===== src/rtl/mw_cook_controller_if.sv =====
// Front-panel bundle for the microwave cook controller.
// Carries the button levels, door switch, keypad strobe/digit and power
// selection into the controller. It carries the BCD time digits and the
// magnetron, beep and status flags back out to the panel.
//   master : panel/board side (drives inputs, observes outputs)
//   slave  : controller side
interface mw_cook_controller_if;
    logic       startn;
    logic       stopn;
    logic       door_closed;
    logic       key_valid;
    logic [3:0] key_digit;
    logic [3:0] power_sel;
    logic [3:0] min_tens;
    logic [3:0] min_ones;
    logic [3:0] sec_tens;
    logic [3:0] sec_ones;
    logic       mag_on;
    logic       beep;
    logic       running;
    logic       paused;

    modport master (
        output startn, stopn, door_closed, key_valid, key_digit, power_sel,
        input  min_tens, min_ones, sec_tens, sec_ones,
        input  mag_on, beep, running, paused
    );

    modport slave (
        input  startn, stopn, door_closed, key_valid, key_digit, power_sel,
        output min_tens, min_ones, sec_tens, sec_ones,
        output mag_on, beep, running, paused
    );
endinterface


===== src/rtl/mw_cook_controller.sv =====
// Microwave cook controller: keypad BCD time entry, 1 s tick divider,
// mm:ss BCD countdown, power-level duty cycler and cook/pause/done sequencing.
// Ports:
//   clk    system clock, rising edge
//   rstn   asynchronous active-low reset
//   panel  front-panel bundle (slave side): buttons, door, keypad, power
//          select in; BCD digits, mag_on, beep, running, paused out
//
// state  | meaning
// -------+-----------------------------------------------------------
// IDLE   | no time entered, digits 0000
// ENTRY  | keypad digits being shifted in
// COOK   | counting down, magnetron duty-cycled by power level
// PAUSE  | cook suspended (door or stop), divider and duty counter held
// DONE   | time expired, beeping for BEEP_SECS ticks
module mw_cook_controller #(
    parameter int TICK_DIV   = 100,
    parameter int PWR_PERIOD = 10,
    parameter int BEEP_SECS  = 3
) (
    input  logic                 clk,
    input  logic                 rstn,
    mw_cook_controller_if.slave  panel
);
    localparam int TW = $clog2(TICK_DIV);
    localparam int PW = $clog2(PWR_PERIOD + 1);
    localparam int BW = $clog2(BEEP_SECS + 1);

    typedef enum logic [2:0] {
        S_IDLE,
        S_ENTRY,
        S_COOK,
        S_PAUSE,
        S_DONE
    } state_t;

    state_t        state_q, state_d;
    logic [3:0]    mt_q, mo_q, st_q, so_q;
    logic [3:0]    mt_d, mo_d, st_d, so_d;
    logic [3:0]    dec_mt, dec_mo, dec_st, dec_so;
    logic [TW-1:0] tick_q, tick_d;
    logic [PW-1:0] pwr_q, pwr_d;
    logic [PW-1:0] lvl_q, lvl_d;
    logic [BW-1:0] bcnt_q, bcnt_d;

    logic start_q1, start_q2, stop_q1, stop_q2, door_q;
    logic start_press, stop_press, door_fall;
    logic tick, time_nz, dec_zero;

    // Buttons are synchronised once, then edge-detected on the registered
    // copy, so a press acts one cycle after it is first sampled.
    assign start_press = start_q2 & ~start_q1;
    assign stop_press  = stop_q2 & ~stop_q1;
    assign door_fall   = door_q & ~panel.door_closed;

    assign tick     = (tick_q == TW'(TICK_DIV - 1));
    assign time_nz  = ({mt_q, mo_q, st_q, so_q} != 16'h0000);
    assign dec_zero = ({dec_mt, dec_mo, dec_st, dec_so} == 16'h0000);

    // One-second BCD decrement; seconds borrow to 5 from minutes, so entered
    // values above 59 s simply count down through the tens digit.
    always_comb begin
        dec_mt = mt_q;
        dec_mo = mo_q;
        dec_st = st_q;
        dec_so = so_q;
        if (so_q != 4'd0) begin
            dec_so = so_q - 4'd1;
        end else begin
            dec_so = 4'd9;
            if (st_q != 4'd0) begin
                dec_st = st_q - 4'd1;
            end else begin
                dec_st = 4'd5;
                if (mo_q != 4'd0) begin
                    dec_mo = mo_q - 4'd1;
                end else begin
                    dec_mo = 4'd9;
                    dec_mt = mt_q - 4'd1;
                end
            end
        end
    end

    always_comb begin
        state_d = state_q;
        mt_d    = mt_q;
        mo_d    = mo_q;
        st_d    = st_q;
        so_d    = so_q;
        tick_d  = tick_q;
        pwr_d   = pwr_q;
        lvl_d   = lvl_q;
        bcnt_d  = bcnt_q;

        case (state_q)
            S_IDLE, S_ENTRY: begin
                if (stop_press) begin
                    state_d = S_IDLE;
                    mt_d = 4'd0;
                    mo_d = 4'd0;
                    st_d = 4'd0;
                    so_d = 4'd0;
                end else if (start_press && time_nz && panel.door_closed) begin
                    state_d = S_COOK;
                    tick_d  = '0;
                    pwr_d   = '0;
                    if (panel.power_sel == 4'd0 || 32'(panel.power_sel) > PWR_PERIOD) begin
                        lvl_d = PW'(PWR_PERIOD);
                    end else begin
                        lvl_d = PW'(panel.power_sel);
                    end
                end else if (panel.key_valid && panel.key_digit <= 4'd9) begin
                    state_d = S_ENTRY;
                    mt_d = mo_q;
                    mo_d = st_q;
                    st_d = so_q;
                    so_d = panel.key_digit;
                end
            end

            S_COOK: begin
                if (stop_press || !panel.door_closed) begin
                    state_d = S_PAUSE;
                end else if (tick) begin
                    tick_d = '0;
                    pwr_d  = (pwr_q == PW'(PWR_PERIOD - 1)) ? '0 : pwr_q + PW'(1);
                    mt_d = dec_mt;
                    mo_d = dec_mo;
                    st_d = dec_st;
                    so_d = dec_so;
                    if (dec_zero) begin
                        state_d = S_DONE;
                        bcnt_d  = '0;
                    end
                end else begin
                    tick_d = tick_q + TW'(1);
                end
            end

            S_PAUSE: begin
                if (stop_press) begin
                    state_d = S_IDLE;
                    mt_d = 4'd0;
                    mo_d = 4'd0;
                    st_d = 4'd0;
                    so_d = 4'd0;
                end else if (start_press && panel.door_closed) begin
                    state_d = S_COOK;
                end
            end

            S_DONE: begin
                if (stop_press || door_fall) begin
                    state_d = S_IDLE;
                end else if (tick) begin
                    tick_d = '0;
                    if (bcnt_q == BW'(BEEP_SECS - 1)) begin
                        state_d = S_IDLE;
                    end else begin
                        bcnt_d = bcnt_q + BW'(1);
                    end
                end else begin
                    tick_d = tick_q + TW'(1);
                end
            end

            default: state_d = S_IDLE;
        endcase
    end

    always_ff @(posedge clk or negedge rstn) begin
        if (!rstn) begin
            state_q  <= S_IDLE;
            mt_q     <= 4'd0;
            mo_q     <= 4'd0;
            st_q     <= 4'd0;
            so_q     <= 4'd0;
            tick_q   <= '0;
            pwr_q    <= '0;
            lvl_q    <= '0;
            bcnt_q   <= '0;
            start_q1 <= 1'b1;
            start_q2 <= 1'b1;
            stop_q1  <= 1'b1;
            stop_q2  <= 1'b1;
            door_q   <= 1'b0;
        end else begin
            state_q  <= state_d;
            mt_q     <= mt_d;
            mo_q     <= mo_d;
            st_q     <= st_d;
            so_q     <= so_d;
            tick_q   <= tick_d;
            pwr_q    <= pwr_d;
            lvl_q    <= lvl_d;
            bcnt_q   <= bcnt_d;
            start_q1 <= panel.startn;
            start_q2 <= start_q1;
            stop_q1  <= panel.stopn;
            stop_q2  <= stop_q1;
            door_q   <= panel.door_closed;
        end
    end

    assign panel.min_tens = mt_q;
    assign panel.min_ones = mo_q;
    assign panel.sec_tens = st_q;
    assign panel.sec_ones = so_q;
    assign panel.running  = (state_q == S_COOK);
    assign panel.paused   = (state_q == S_PAUSE);
    assign panel.beep     = (state_q == S_DONE);
    // Combinational so the magnetron drops the instant the door opens.
    assign panel.mag_on   = (state_q == S_COOK) & panel.door_closed & (pwr_q < lvl_q);
endmodule

===== src/flat_wrapper.sv =====
// flat-port wrapper written by rule: the top's interface ports become plain ports
module mw_cook_controller_flat 
#(
    parameter int TICK_DIV   = 100,
    parameter int PWR_PERIOD = 10,
    parameter int BEEP_SECS  = 3
)
  (clk, rstn, panel_startn, panel_stopn, panel_door_closed, panel_key_valid, panel_key_digit, panel_power_sel, panel_min_tens, panel_min_ones, panel_sec_tens, panel_sec_ones, panel_mag_on, panel_beep, panel_running, panel_paused);
  mw_cook_controller_if panel_i ();
  input  logic clk;
  input  logic rstn;
  input wire logic [$bits(panel_i.startn)-1:0] panel_startn;
  input wire logic [$bits(panel_i.stopn)-1:0] panel_stopn;
  input wire logic [$bits(panel_i.door_closed)-1:0] panel_door_closed;
  input wire logic [$bits(panel_i.key_valid)-1:0] panel_key_valid;
  input wire logic [$bits(panel_i.key_digit)-1:0] panel_key_digit;
  input wire logic [$bits(panel_i.power_sel)-1:0] panel_power_sel;
  output wire logic [$bits(panel_i.min_tens)-1:0] panel_min_tens;
  output wire logic [$bits(panel_i.min_ones)-1:0] panel_min_ones;
  output wire logic [$bits(panel_i.sec_tens)-1:0] panel_sec_tens;
  output wire logic [$bits(panel_i.sec_ones)-1:0] panel_sec_ones;
  output wire logic [$bits(panel_i.mag_on)-1:0] panel_mag_on;
  output wire logic [$bits(panel_i.beep)-1:0] panel_beep;
  output wire logic [$bits(panel_i.running)-1:0] panel_running;
  output wire logic [$bits(panel_i.paused)-1:0] panel_paused;
  assign panel_i.startn = panel_startn;
  assign panel_i.stopn = panel_stopn;
  assign panel_i.door_closed = panel_door_closed;
  assign panel_i.key_valid = panel_key_valid;
  assign panel_i.key_digit = panel_key_digit;
  assign panel_i.power_sel = panel_power_sel;
  assign panel_min_tens = panel_i.min_tens;
  assign panel_min_ones = panel_i.min_ones;
  assign panel_sec_tens = panel_i.sec_tens;
  assign panel_sec_ones = panel_i.sec_ones;
  assign panel_mag_on = panel_i.mag_on;
  assign panel_beep = panel_i.beep;
  assign panel_running = panel_i.running;
  assign panel_paused = panel_i.paused;
  mw_cook_controller #(.TICK_DIV(TICK_DIV), .PWR_PERIOD(PWR_PERIOD), .BEEP_SECS(BEEP_SECS)) u_core (.clk(clk), .rstn(rstn), .panel(panel_i));
endmodule

===== config.mk =====
export PLATFORM = sky130hd
export DESIGN_NAME = mw_cook_controller_flat
export DESIGN_NICKNAME = d
export VERILOG_FILES = /design/src/rtl/mw_cook_controller_if.sv /design/src/rtl/mw_cook_controller.sv /design/src/flat_wrapper.sv
export SDC_FILE = /design/constraint.sdc
export NUM_CORES = 1
export LEC_CHECK = 0
export CAP_MARGIN = 10
export CORE_MARGIN = 8
export CORE_UTILIZATION = 40
export DETAILED_ROUTE_END_ITERATION = 10
export SLEW_MARGIN = 20
export SYNTH_ARGS = -nofsm -noshare
export SYNTH_HDL_FRONTEND = slang
export SYNTH_SLANG_ARGS = --single-unit

===== constraint.sdc =====
create_clock -name clk -period 2.68 [get_ports clk]
set_input_delay 0.536 -clock clk [delete_from_list [all_inputs] [get_ports clk]]
set_output_delay 0.536 -clock clk [all_outputs]
set_load 0.02 [all_outputs]

==> results_dict.tcl, run 1 <==
set metrics [dict create \
    drive_above_1_share_pct 12.9 \
    antenna_cells 0 \
    fin_crit_sh_pct 94.1 \
    rsz0062_at_grt "false" \
    clock_skew_ps 5.85 \
    drtAntennaViolNets 0 \
    setup_violations 0 \
    crit_type "flop to output port" \
    fin_util_pct 50.9 \
    hpwl_um 4930 \
    synth-main-ff-cell "dfrtp_1" \
    start_util_pct 41.1 \
    cellPowerDensity_nw_per_um2 1130 \
    slew_viol_final 0 \
    grt-ovfl-total 0 \
    grtUsageTotal_pct 16.0 \
    io_pins 34 \
    wirelength_um 6890 \
    ys_types 53 \
    wl_per_cell_um 16.8 \
    cp.arrival_ps 1990 \
    antenna_found_initial 0 \
    via_per_inst 5.90 \
    tns_ps 0 \
    cts_max_path_buffers 2 \
    die_h_um 96.3 \
    synth_area_sq_um 2580 \
    synth_top_cell_by_area "dfrtp_1" \
    clockRootBuffer "clkbuf_8" \
    startpoint_type "flop" \
    fmax_mhz 397 \
    min_period_ps 2520 \
    area_delta_synth_final_pct 23.8 \
    hp-class "flop to flop" \
    status "finished clean" \
    synth_warnings 0 \
    p_leak_nw 1.35 \
    final_cells 410 \
    syn_avg_cell_area_sq_um 8.95 \
    hold_buffers 0 \
    tritoncts.num_buffers 5 \
    relSlewSlack_pct 29.3 \
    die_width_um 96.3 \
    coreArea_sq_um 6280 \
    synth-seq-cells 41 \
    route.detailed.drc 0 \
    drv_cap 0 \
    yosysTopAreaCellShare_pct 35.9 \
    grt_pass1_wl_um 11800 \
    cp_max_fo 8 \
    grt_pass1_vias 2342 \
    cts_resized 1 \
    cts_sinks 41 \
    first_pass_iters 4 \
    netlist_instances 288 \
    path_clk_slew_ps 80 \
    postCtsSetupRepairBufs 0 \
    cts_tree "yes" \
    hold_viol 0 \
    worst_pin_slew_ps 1060 \
    die_area_sq_um 9270 \
    num_vias 2417 \
    critPathCaptureType "output port" \
    gp_congestion 0.815 \
    row_count 29 \
    htreeDepth 2 \
    ys_seq_area_share_pct 40.0 \
    async_reset_ff_share_pct 100 \
    io_buffers 33 \
    grt_max_degree 42 \
    synth-edff-count 0 \
    required_ps 2140 \
    final_nets 355 \
    irDropWorstVdd_v 0.000474 \
    drt-initial-drc-count 109 \
    clock_latency_ps 300 \
    yosys-top-cells-area "dfrtp_1 36%, a22o_1 5.1%, nand2_1 4.7%, ha_1 4.4%, dfstp_2 4.1%" \
    place_inst 402 \
    syn_nets 311 \
]
## sequential cells by signal, summed over array words and instances, names as in the netlist, 2 cells and up
signal                 flops
u_core.panel.min_ones      4
u_core.panel.sec_tens      4
u_core.state_q             3
u_core.pwr_q               4
u_core.tick_q              7
u_core.lvl_q               4
u_core.panel.sec_ones      4
u_core.panel.min_tens      4
u_core.bcnt_q              2
## worst max-delay path, stage by stage, from the launching register on
cell	delay, ps
dfrtp_1	380
buf_4	160
or3b_1	420
inv_1	120
clkdlybuf4s50_1	610
## synth_stat cells, types with 3 or more instances
master     number
mux2_2          3
dfrtp_1        37
o2bb2ai_1       5
a31oi_1         5
nor2_1         12
inv_1          15
nand3_1        11
nor2b_1         5
a22o_1         15
ha_1            9
nand2b_1        8
o31ai_1         3
nor3_1          7
o211ai_1        3
dfstp_2         4
buf_2           4
o22ai_1         3
o21ai_0        21
nand2_1        32
a32oi_1         3
nand4_1        14
clkbuf_1        9
and2_1          3
o2111ai_1       3
a21oi_1        16
## layer usage
metal,routed length (um),vias to the layer above,GRT usage [%]
met5,0,-,0
met4,70,0,5.30
met3,387,7,3.74
met2,3060,43,24.5
met1,3370,1196,21.8
li1,-,1171,-
## path summary, 6_finish.rpt
kind	start	to	slack [ps]	cells past startpoint
max in group asynchronous	rstn	u_core.panel.sec_ones[0]$_DFFE_PN0P_	1700	1
setup reg to reg	u_core.panel.sec_ones[3]$_DFFE_PN0P_	u_core.bcnt_q[1]$_DFFE_PN0P_	440	5
setup / recovery	u_core.state_q[0]$_DFFE_PN0P_	panel_beep	160	4
min in group asynchronous	rstn	u_core.tick_q[0]$_DFFE_PN0P_	390	1
hold reg to reg	u_core.start_q1$_DFF_PN1_	u_core.start_q2$_DFF_PN1_	370	0
hold / removal	u_core.start_q1$_DFF_PN1_	u_core.start_q2$_DFF_PN1_	370	0
## stage by stage
stage / area, sq um / power (W) / hold WS (ps) / setup slack (ps)
6_report: 3190 / 0.00360 / 367 / 158
5_1_grt: 3190 / 0.00389 / 382 / 30.8
4_1_cts: 3190 / 0.00363 / 371 / 136
3_5_place_dp: 3080 / 0.00309 / 356 / 241
3_3_place_gp: 3080 / 0.00307 / 357 / 243
2_1_floorplan: 2580 / 0.00233 / 240 / 321
## layout by cell type (no fill, tap or decap), drive strengths merged, types with 2 or more instances in the layout
master         instances
nor2b                  5
or3                    2
ha                     9
o22ai                  3
mux2i                  2
o211ai                 3
dfstp                  4
o2bb2ai                5
nand3                 11
a31oi                  5
mux2                   3
inv                   16
nor4b                  2
nor4                   2
a32o                   2
a32oi                  3
nand4                 15
clkdlybuf4s50         31
nand2                 32
nor2                  12
or3b                   2
o31ai                  4
nor3                   9
o2111ai                3
a21oi                 16
nand2b                 8
and2                   3
clkbuf                 7
or2                    2
or4                    2
buf                   19
a22o                  15
o21ai                 23
a311o                  2
dfrtp                 37
## logic make-up after synthesis
family	synth area share, %
DFF	40.0
and+or+nand+nor	24.9
muxes	2.09
adders and majority gates	4.37
buffers and inverters	4.56
AOI/OAI and AO/OA	24.1
## where the power goes
| part | switching (W) | internal [W] | total (W) |
|---|---|---|---|
| registers | 0.000246 | 0.000805 | 0.00105 |
| clock network | 0.000228 | 0.000304 | 0.000532 |
| logic | 0.00113 | 0.000887 | 0.00201 |
## area by class of cell
class / instances / area, sq um
Clock inverter: 1 / 30.0
Tap cell: 77 / 96.3
Multi-Input combinational cell: 217 / 1430
Clock buffer: 7 / 86.3
Sequential cell: 41 / 1030
Fill cell: 637 / 3080
Timing Repair Buffer: 51 / 459
Inverter: 16 / 60.1
Power figures use the tool's default switching activity.
==> inputs of run 2 (changes only) <==
--- a/config.mk
+++ b/config.mk
@@ -9,6 +9,7 @@
 export CORE_MARGIN = 8
 export CORE_UTILIZATION = 40
 export DETAILED_ROUTE_END_ITERATION = 10
+export RECOVER_POWER = 100
 export SLEW_MARGIN = 20
 export SYNTH_ARGS = -nofsm -noshare
 export SYNTH_HDL_FRONTEND = slang
==> results_dict.tcl, run 2 (synthesized netlist as in run 1, its figures left out) <==
set metrics [dict create \
    drive_above_1_share_pct 11.7 \
    cp_max_fo 8 \
    io_buffers 33 \
    hold_viol 0 \
    die_h_um 96.3 \
    slew_viol_final 0 \
    final_cells 410 \
    area_delta_synth_final_pct 22.8 \
    postCtsSetupRepairBufs 0 \
    start_util_pct 41.1 \
    drv_cap 0 \
    cts_tree "yes" \
    die_area_sq_um 9270 \
    antenna_found_initial 0 \
    worst_hold_startpoint "u_core.start_q1$_DFF_PN1_" \
    critPathCaptureType "output port" \
    worstPathCellList "buf_4 -> or3b_1 -> inv_1 -> clkdlybuf4s50_1" \
    status "finished clean" \
    cp_slowest_cell "clkdlybuf4s50_1" \
    p_leak_nw 1.38 \
    hpwl_um 4930 \
    grt_pass1_wl_um 11800 \
    first_pass_iters 4 \
    crit_type "flop to output port" \
    rsz0062_at_grt "false" \
    endpoint "panel_beep" \
    cts_sinks 41 \
    row_count 29 \
    grt_pass1_vias 2342 \
    cellPowerDensity_nw_per_um2 1110 \
    wirelength_um 6860 \
    htreeDepth 2 \
    path_clk_slew_ps 80 \
    grtUsageTotal_pct 16.0 \
    fin_util_pct 50.4 \
    gp_congestion 0.815 \
    final_cell_mix "37 x dfrtp_1, 32 x nand2_1, 22 x o21ai_0" \
    clock_skew_ps 5.59 \
    final_nets 355 \
    grt-ovfl-total 0 \
    clockRootBuffer "clkbuf_8" \
    max_stage_delay_ps 610 \
    cp.arrival_ps 1980 \
    regToRegStartpoint "u_core.panel.sec_ones[3]$_DFFE_PN0P_" \
    largest_reg_flops 7 \
    r2r-end "u_core.bcnt_q[1]$_DFFE_PN0P_" \
    via_per_inst 5.96 \
    hp-class "flop to flop" \
    place_inst 402 \
    required_ps 2140 \
    r2r_slack_ps 310 \
    grt_max_degree 42 \
    irDropWorstVdd_v 0.000445 \
    tns_ps 0 \
    relSlewSlack_pct 29.4 \
    tritoncts.num_buffers 5 \
    drt-initial-drc-count 126 \
    top_register "u_core.tick_q" \
    hold_buffers 0 \
    worst_pin_slew_ps 1050 \
    num_vias 2442 \
    crit_start "u_core.state_q[0]$_DFFE_PN0P_" \
    rr_worst_depth 5 \
    startpoint_type "flop" \
    die_width_um 96.3 \
    min_period_ps 2520 \
    cts_max_path_buffers 2 \
    fmax_mhz 397 \
    pre_cts_slack_ps 241 \
    io_pins 34 \
    route.detailed.drc 0 \
    fin_crit_sh_pct 94.0 \
    coreArea_sq_um 6280 \
    setup_ws_ps 162 \
    wl_per_cell_um 16.7 \
    antenna_cells 0 \
    layout_commonest_cell "dfrtp_1" \
    clock_latency_ps 300 \
    setup_violations 0 \
    drtAntennaViolNets 0 \
    worst_hold_slack_ps 367 \
]
## run 2: per-stage QoR
step | cell area [sq um] | total power [W]
finish | 3170 | 0.00350
CTS | 3190 | 0.00363
global placement | 3080 | 0.00307
global route | 3170 | 0.00380
floorplan | 2580 | 0.00233
detailed placement | 3080 | 0.00309
## run 2: how the worst min path moves through the flow
stage	end	slack, ps	depth (start not counted)
after detailed placement	u_core.start_q2$_DFF_PN1_	360	0
after global placement	u_core.start_q2$_DFF_PN1_	360	0
after floorplan	u_core.bcnt_q[0]$_DFFE_PN0P_	240	0
final	u_core.start_q2$_DFF_PN1_	370	0
after CTS	u_core.start_q2$_DFF_PN1_	370	0
after global routing	u_core.start_q2$_DFF_PN1_	380	0
## run 2: layout make-up
type / instances / area (sq um)
fill: 638 / 3110
clock buffer: 7 / 86.3
clock inverter: 1 / 30.0
multi-input combinational: 217 / 1410
timing repair buffer: 51 / 453
sequential: 41 / 1030
inverter: 16 / 60.1
tap: 77 / 96.3
## run 2: routing by layer
metal  vias to the layer above  wire (um)  track usage [%]
met2                        51       3010             24.5
met5                         -          0                0
met4                         0         70             5.30
met3                         7        363             3.74
li1                       1176          -                -
met1                      1208       3420             21.8
## run 2: what timing repair did
item,CTS,global route
gates resized for setup,1,0
endpoints found under the hold margin,0,0
setup endpoints to repair,1,0
## run 2: critical path: cells and delay by family (launching register included)
family        cells  cell delay (ps)
flops             1              380
simple gates      1              420
buf+inv           3              890
## run 2: power breakdown
part / total (W) / switching, W / leakage [nW] / internal, W
Combinational: 0.00192 / 0.00110 / 0.817 / 0.000827
Clock: 0.000531 / 0.000227 / 0.0585 / 0.000304
Sequential: 0.00105 / 0.000242 / 0.509 / 0.000805
Total: 0.00350 / 0.00157 / 1.38 / 0.00194
==> inputs of run 3 (changes only) <==
--- a/config.mk
+++ b/config.mk
@@ -9,8 +9,10 @@
 export CORE_MARGIN = 8
 export CORE_UTILIZATION = 40
 export DETAILED_ROUTE_END_ITERATION = 10
+export PLACE_DENSITY = 0.7
 export RECOVER_POWER = 100
 export SLEW_MARGIN = 20
 export SYNTH_ARGS = -nofsm -noshare
 export SYNTH_HDL_FRONTEND = slang
 export SYNTH_SLANG_ARGS = --single-unit
+export TNS_END_PERCENT = 30
==> results_dict.tcl, run 3 (synthesized netlist as in run 1, its figures left out) <==
set metrics [dict create \
    cellPowerDensity_nw_per_um2 1080 \
    grt-ovfl-total 0 \
    status "finished with violations" \
    hpwl_um 4760 \
    num_vias 2353 \
    clock_skew_ps 6.73 \
    startpoint_type "flop" \
    first_pass_iters 4 \
    layout_commonest_cell "dfrtp_1" \
    p_total_w 0.00336 \
    cp_max_fo 8 \
    antenna_found_initial 0 \
    grt_pass1_wl_um 11500 \
    grt_max_degree 42 \
    grtUsageTotal_pct 15.5 \
    drtAntennaViolNets 0 \
    worst_hold_slack_ps 372 \
    top_register "u_core.tick_q" \
    path_clk_slew_ps 80 \
    rsz0062_at_grt "false" \
    io_pins 34 \
    htreeDepth 2 \
    crit_type "flop to output port" \
    clockRootBuffer "clkbuf_8" \
    cp.arrival_ps 1970 \
    die_h_um 96.3 \
    hold_viol 0 \
    area_delta_synth_final_pct 20.4 \
    drv_cap 1 \
    critPathCaptureType "output port" \
    via_per_inst 5.81 \
    hp-class "flop to flop" \
    grt_pass1_vias 2324 \
    min_period_ps 2510 \
    drive_above_1_share_pct 10.1 \
    fin_crit_sh_pct 93.6 \
    die_area_sq_um 9270 \
    wirelength_um 6660 \
    largest_reg_flops 7 \
    tns_ps 0 \
    start_util_pct 41.1 \
    dpl_cell_area_sq_um 3040 \
    clock_latency_ps 290 \
    n_fill_cell 610 \
    violations "capacitance limit, slew limit" \
    relSlewSlack_pct -46.9 \
    row_count 29 \
    fmax_mhz 399 \
    gp_congestion 0.846 \
    cp_slowest_cell "clkdlybuf4s50_1" \
    slew_viol_final 42 \
    worstPathCellList "clkbuf_2 -> or3b_1 -> inv_1 -> clkdlybuf4s50_1" \
    fin_area_sq_um 3110 \
    required_ps 2140 \
    final_nets 350 \
    route.detailed.drc 0 \
    setup_violations 0 \
    p_leak_nw 1.34 \
    max_stage_delay_ps 610 \
    crit_buf_inv 3 \
    antenna_cells 0 \
    cts_max_path_buffers 2 \
    path_delay_family "buffers and inverters" \
    tritoncts.num_buffers 5 \
    cts_sinks 41 \
    wl_per_cell_um 16.4 \
    drt-initial-drc-count 126 \
    io_buffers 33 \
    final_cell_mix "37 x dfrtp_1, 32 x nand2_1, 22 x o21ai_0" \
    irDropWorstVdd_v 0.000527 \
    cts_tree "yes" \
    coreArea_sq_um 6280 \
    worst_pin_slew_ps 2200 \
    die_width_um 96.3 \
]
## run 3: through the flow
step           setup WS [ps]  util [%]  cells
2_1_floorplan            321         -    288
4_1_cts                  158      49.7    405
5_1_grt                 52.7      49.5    405
3_5_place_dp             210      48.4    397
6_report                 172      49.5    405
3_3_place_gp             231      48.4    397
## run 3: layer usage
| metal | vias to the layer above | wire length (um) | part of all wire (%) | global-route usage (%) |
|---|---|---|---|---|
| met3 | 6 | 331 | 5.0 | 2.96 |
| met4 | 0 | 104 | 1.6 | 5.80 |
| met5 | - | 0 | 0 | 0 |
| met2 | 57 | 3180 | 48 | 24.2 |
| li1 | 1162 | - | - | - |
| met1 | 1128 | 3040 | 46 | 20.6 |
## run 3: where the power goes
part | internal (W) | switching (W)
combinational | 0.000803 | 0.00111
clock | 0.000185 | 0.000210
sequential | 0.000805 | 0.000248
total | 0.00179 | 0.00157
## run 3: path summary, 6_finish.rpt
kind,slack [ps],to,startpoint,cells past startpoint
min in group asynchronous,890,u_core.tick_q[1]$_DFFE_PN0P_,rstn,1
max reg2reg,220,u_core.tick_q[0]$_DFFE_PN0P_,u_core.panel.sec_ones[3]$_DFFE_PN0P_,6
min reg2reg,370,u_core.start_q2$_DFF_PN1_,u_core.start_q1$_DFF_PN1_,0
max in group asynchronous,530,u_core.panel.min_ones[2]$_DFFE_PN0P_,rstn,1
max,170,panel_beep,u_core.state_q[0]$_DFFE_PN0P_,4
min,370,u_core.start_q2$_DFF_PN1_,u_core.start_q1$_DFF_PN1_,0
## run 3: area by class of cell
class                      count  area [sq um]  share of cell area [%]
clock buffer                   8          80.1                    2.58
sequential                    41          1030                    33.2
tap                           77          96.3                    3.10
timing repair buffer          46           413                    13.3
inverter                      16          60.1                    1.93
multi-input combinational    217          1430                    45.9
## run 3: what timing repair did
action,4_1_cts,5_1_grt
resized for setup,1,0
hold buffers,0,0
setup buffers,0,0
setup endpoints to repair,1,0
## run 3: worst reg2reg max path: stages (launching register included)
cell and delay, ps:
dfrtp_1 470, nor4_4 410, nand4_4 210, o211ai_1 300
clkbuf_2 420, a21oi_1 230, mux2_2 300
==> RTL change: new RTL, config.mk and constraints of run 2 <==
Take the reset off `mt_q` and load it in a clocked block of its own.
--- a/src/rtl/mw_cook_controller.sv
+++ b/src/rtl/mw_cook_controller.sv
@@ -174,3 +174,2 @@
             state_q  <= S_IDLE;
-            mt_q     <= 4'd0;
             mo_q     <= 4'd0;
@@ -189,3 +188,2 @@
             state_q  <= state_d;
-            mt_q     <= mt_d;
             mo_q     <= mo_d;
@@ -205,2 +203,6 @@
 
+    always_ff @(posedge clk) begin
+        mt_q <= mt_d;
+    end
+
     assign panel.min_tens = mt_q;
Formal check against the unedited RTL: same outputs for any inputs over 4 cycles, from zero or initial values and one cycle with rstn low; that may be too few to reach the edited logic, so the function may still have changed.
==> RTL change against run 2 <==
The run now ends with capacitance limit, slew limit left. Power shrank 12%. Wire length up 0.93%. Area after synthesis fell by 1.1%. Sequential cell count unchanged. Largest cell class unchanged. Largest power group unchanged. Fmax hardly changed. Setup slack improved by 0.0024 ns. Cell area about the same. Via count down 2.5%. Cell count shrank 0.98%. Combinational power fell by 14%.
==> RTL change: results (changes against run 2) <==
- Synth top area cells: dfrtp_1 (32%), edfxtp_1 (4.7%), ha_1 (4.4%)
- Nets@finish: 351 (-1.1%)
- Leak pwr: 1.34 nW (-2.9%)
- Vias in the first global route: 2332 (-0.43%)
- Failing checks: capacitance limit, slew limit
- Yosys cell types: 62 (+17%)
- Crit-path max FO: 11 (+3)
- Maxcap violations: 1 (+1)
- 1st-iter DRT viols: 145 (+15%)
- Filler cells: 589 (-7.7%)
- Sequential element share of the synthesized area: 41.2% (+1.2 points)
- Share of cells above drive strength 1: 12.2% (+0.45 points)
- Total wire length: 6.92 mm (+0.93%)
- Total GRT Usage: 15.8% (-0.27 points)
- Clk_skew: 0.0122 ns (+0.00662 ns)
- Vias: 2382 (-2.5%)
- Post-DP HPWL: 5.14 mm (+4.2%)
- Final Max Tran Viols: 38 (+38)
- Synthesized Nets: 300 (-3.5%)
- Critical Path AT: 2.69 ns (+0.71 ns)
- GPL Wtd Cong: 0.819 (+0.58%)
- Adder-cell share of the synthesized area: 4.41% (+0.047 points)
- Xor and xnor fraction of the mapped netlist area: 1.72% (+1.7 points)
- Outcome: finished with violations
- Clock-pin slew on the worst setup and hold paths: 0.07 ns
- First-pass DRT Iterations: 4 (unchanged)
- Most frequent cells after synthesis: dfrtp_1 (33), nor2_1 (19), o21ai_0 (19), a21oi_1 (18), inv_1 (18)
- CTS Buf Count: 5 (unchanged)
- Asr flop ratio synth: 90.2% (-9.8 points)
- Pin count of the biggest net entering global routing: 38 (-9.5%)
- CP endpoint kind: flop
- EDFF count, synth: 4 (+4)
- Mux contribution to synthesized area: 1.62% (-0.47 points)
- First-pass GRT wire length: 11.4 mm (-3.5%)
- Compound-gate portion of the synthesized area: 22.8% (-1.4 points)
- Worst-Margin Slew: 2.00 ns (+0.948 ns)
## RTL change: cell count changes after synthesis, sizes merged, moves of 5 or more
cell	change
a31oi	-5
a22o	-11
nand3	+5
nand2	-14
nor2	+7
nand4	-11
## RTL change: power breakdown
| part | internal [W] | total (W) | leakage [nW] | switching, W |
|---|---|---|---|---|
| logic | 0.000708 | 0.00166 | 0.794 | 0.000948 |
| clock network | 0.000210 | 0.000417 | 0.0455 | 0.000207 |
| registers | 0.000818 | 0.00102 | 0.505 | 0.000201 |
## RTL change: logic make-up (layout without fill, tap and decap cells)
kind of cell,Yosys count,in the layout
xor gates and xnor gates,5,5
adders and majority gates,9,9
and+or+nand+nor,103,103
muxes,4,4
buffers and inverters,32,84
AOI/OAI and AO/OA,83,83
DFF,41,41
## RTL change: cell type report
class	instances	share of cell area [%]
Sequential cell	41	33.2
Clock buffer	8	2.84
Inverter	19	2.29
Timing Repair Buffer	57	15.8
Tap cell	77	3.04
Multi-Input combinational cell	204	42.8
## RTL change: per-stage QoR
step / total power [W] / setup slack (ns) / area [µm²] / hold WS [ns] / instances
floorplan: 0.00204 / 0.345 / 2550 / 0.240 / 277
global placement: 0.00276 / -0.0871 / 3110 / 0.355 / 398
detailed placement: 0.00277 / -0.102 / 3110 / 0.356 / 398
CTS: 0.00320 / 0.203 / 3200 / 0.367 / 406
global route: 0.00332 / 0.0702 / 3170 / 0.371 / 406
finish: 0.00309 / 0.164 / 3170 / 0.365 / 406
## RTL change: layer usage
metal	vias to the layer above	wire, µm	GRT usage, %
met3	10	387	2.57
met5	-	0	0
met4	0	109	6.53
met2	66	3280	26.1
li1	1134	-	-
met1	1172	3140	20.0
## RTL change: critical path, stage by stage
cell and delay (ns):
dlygate4sd3_1 0.60, or4b_1 0.55, a2111oi_4 0.46, buf_4 0.26, nand3_1 0.09, a32o_1 0.20
## RTL change: worst paths after layout
check | slack (ns) | end | start | depth (start not counted)
min | 0.37 | u_core.start_q2 | u_core.start_q1 | 0
max | 0.16 | u_core.panel.sec_tens[3] | panel_door_closed | 6
min in group asynchronous | 0.81 | u_core.panel.min_ones[0] | rstn | 1
max in group asynchronous | 0.72 | u_core.tick_q[6] | rstn | 1
min reg2reg | 0.37 | u_core.start_q2 | u_core.start_q1 | 0
max reg2reg | 0.20 | u_core.panel.sec_tens[3] | u_core.tick_q[0] | 7
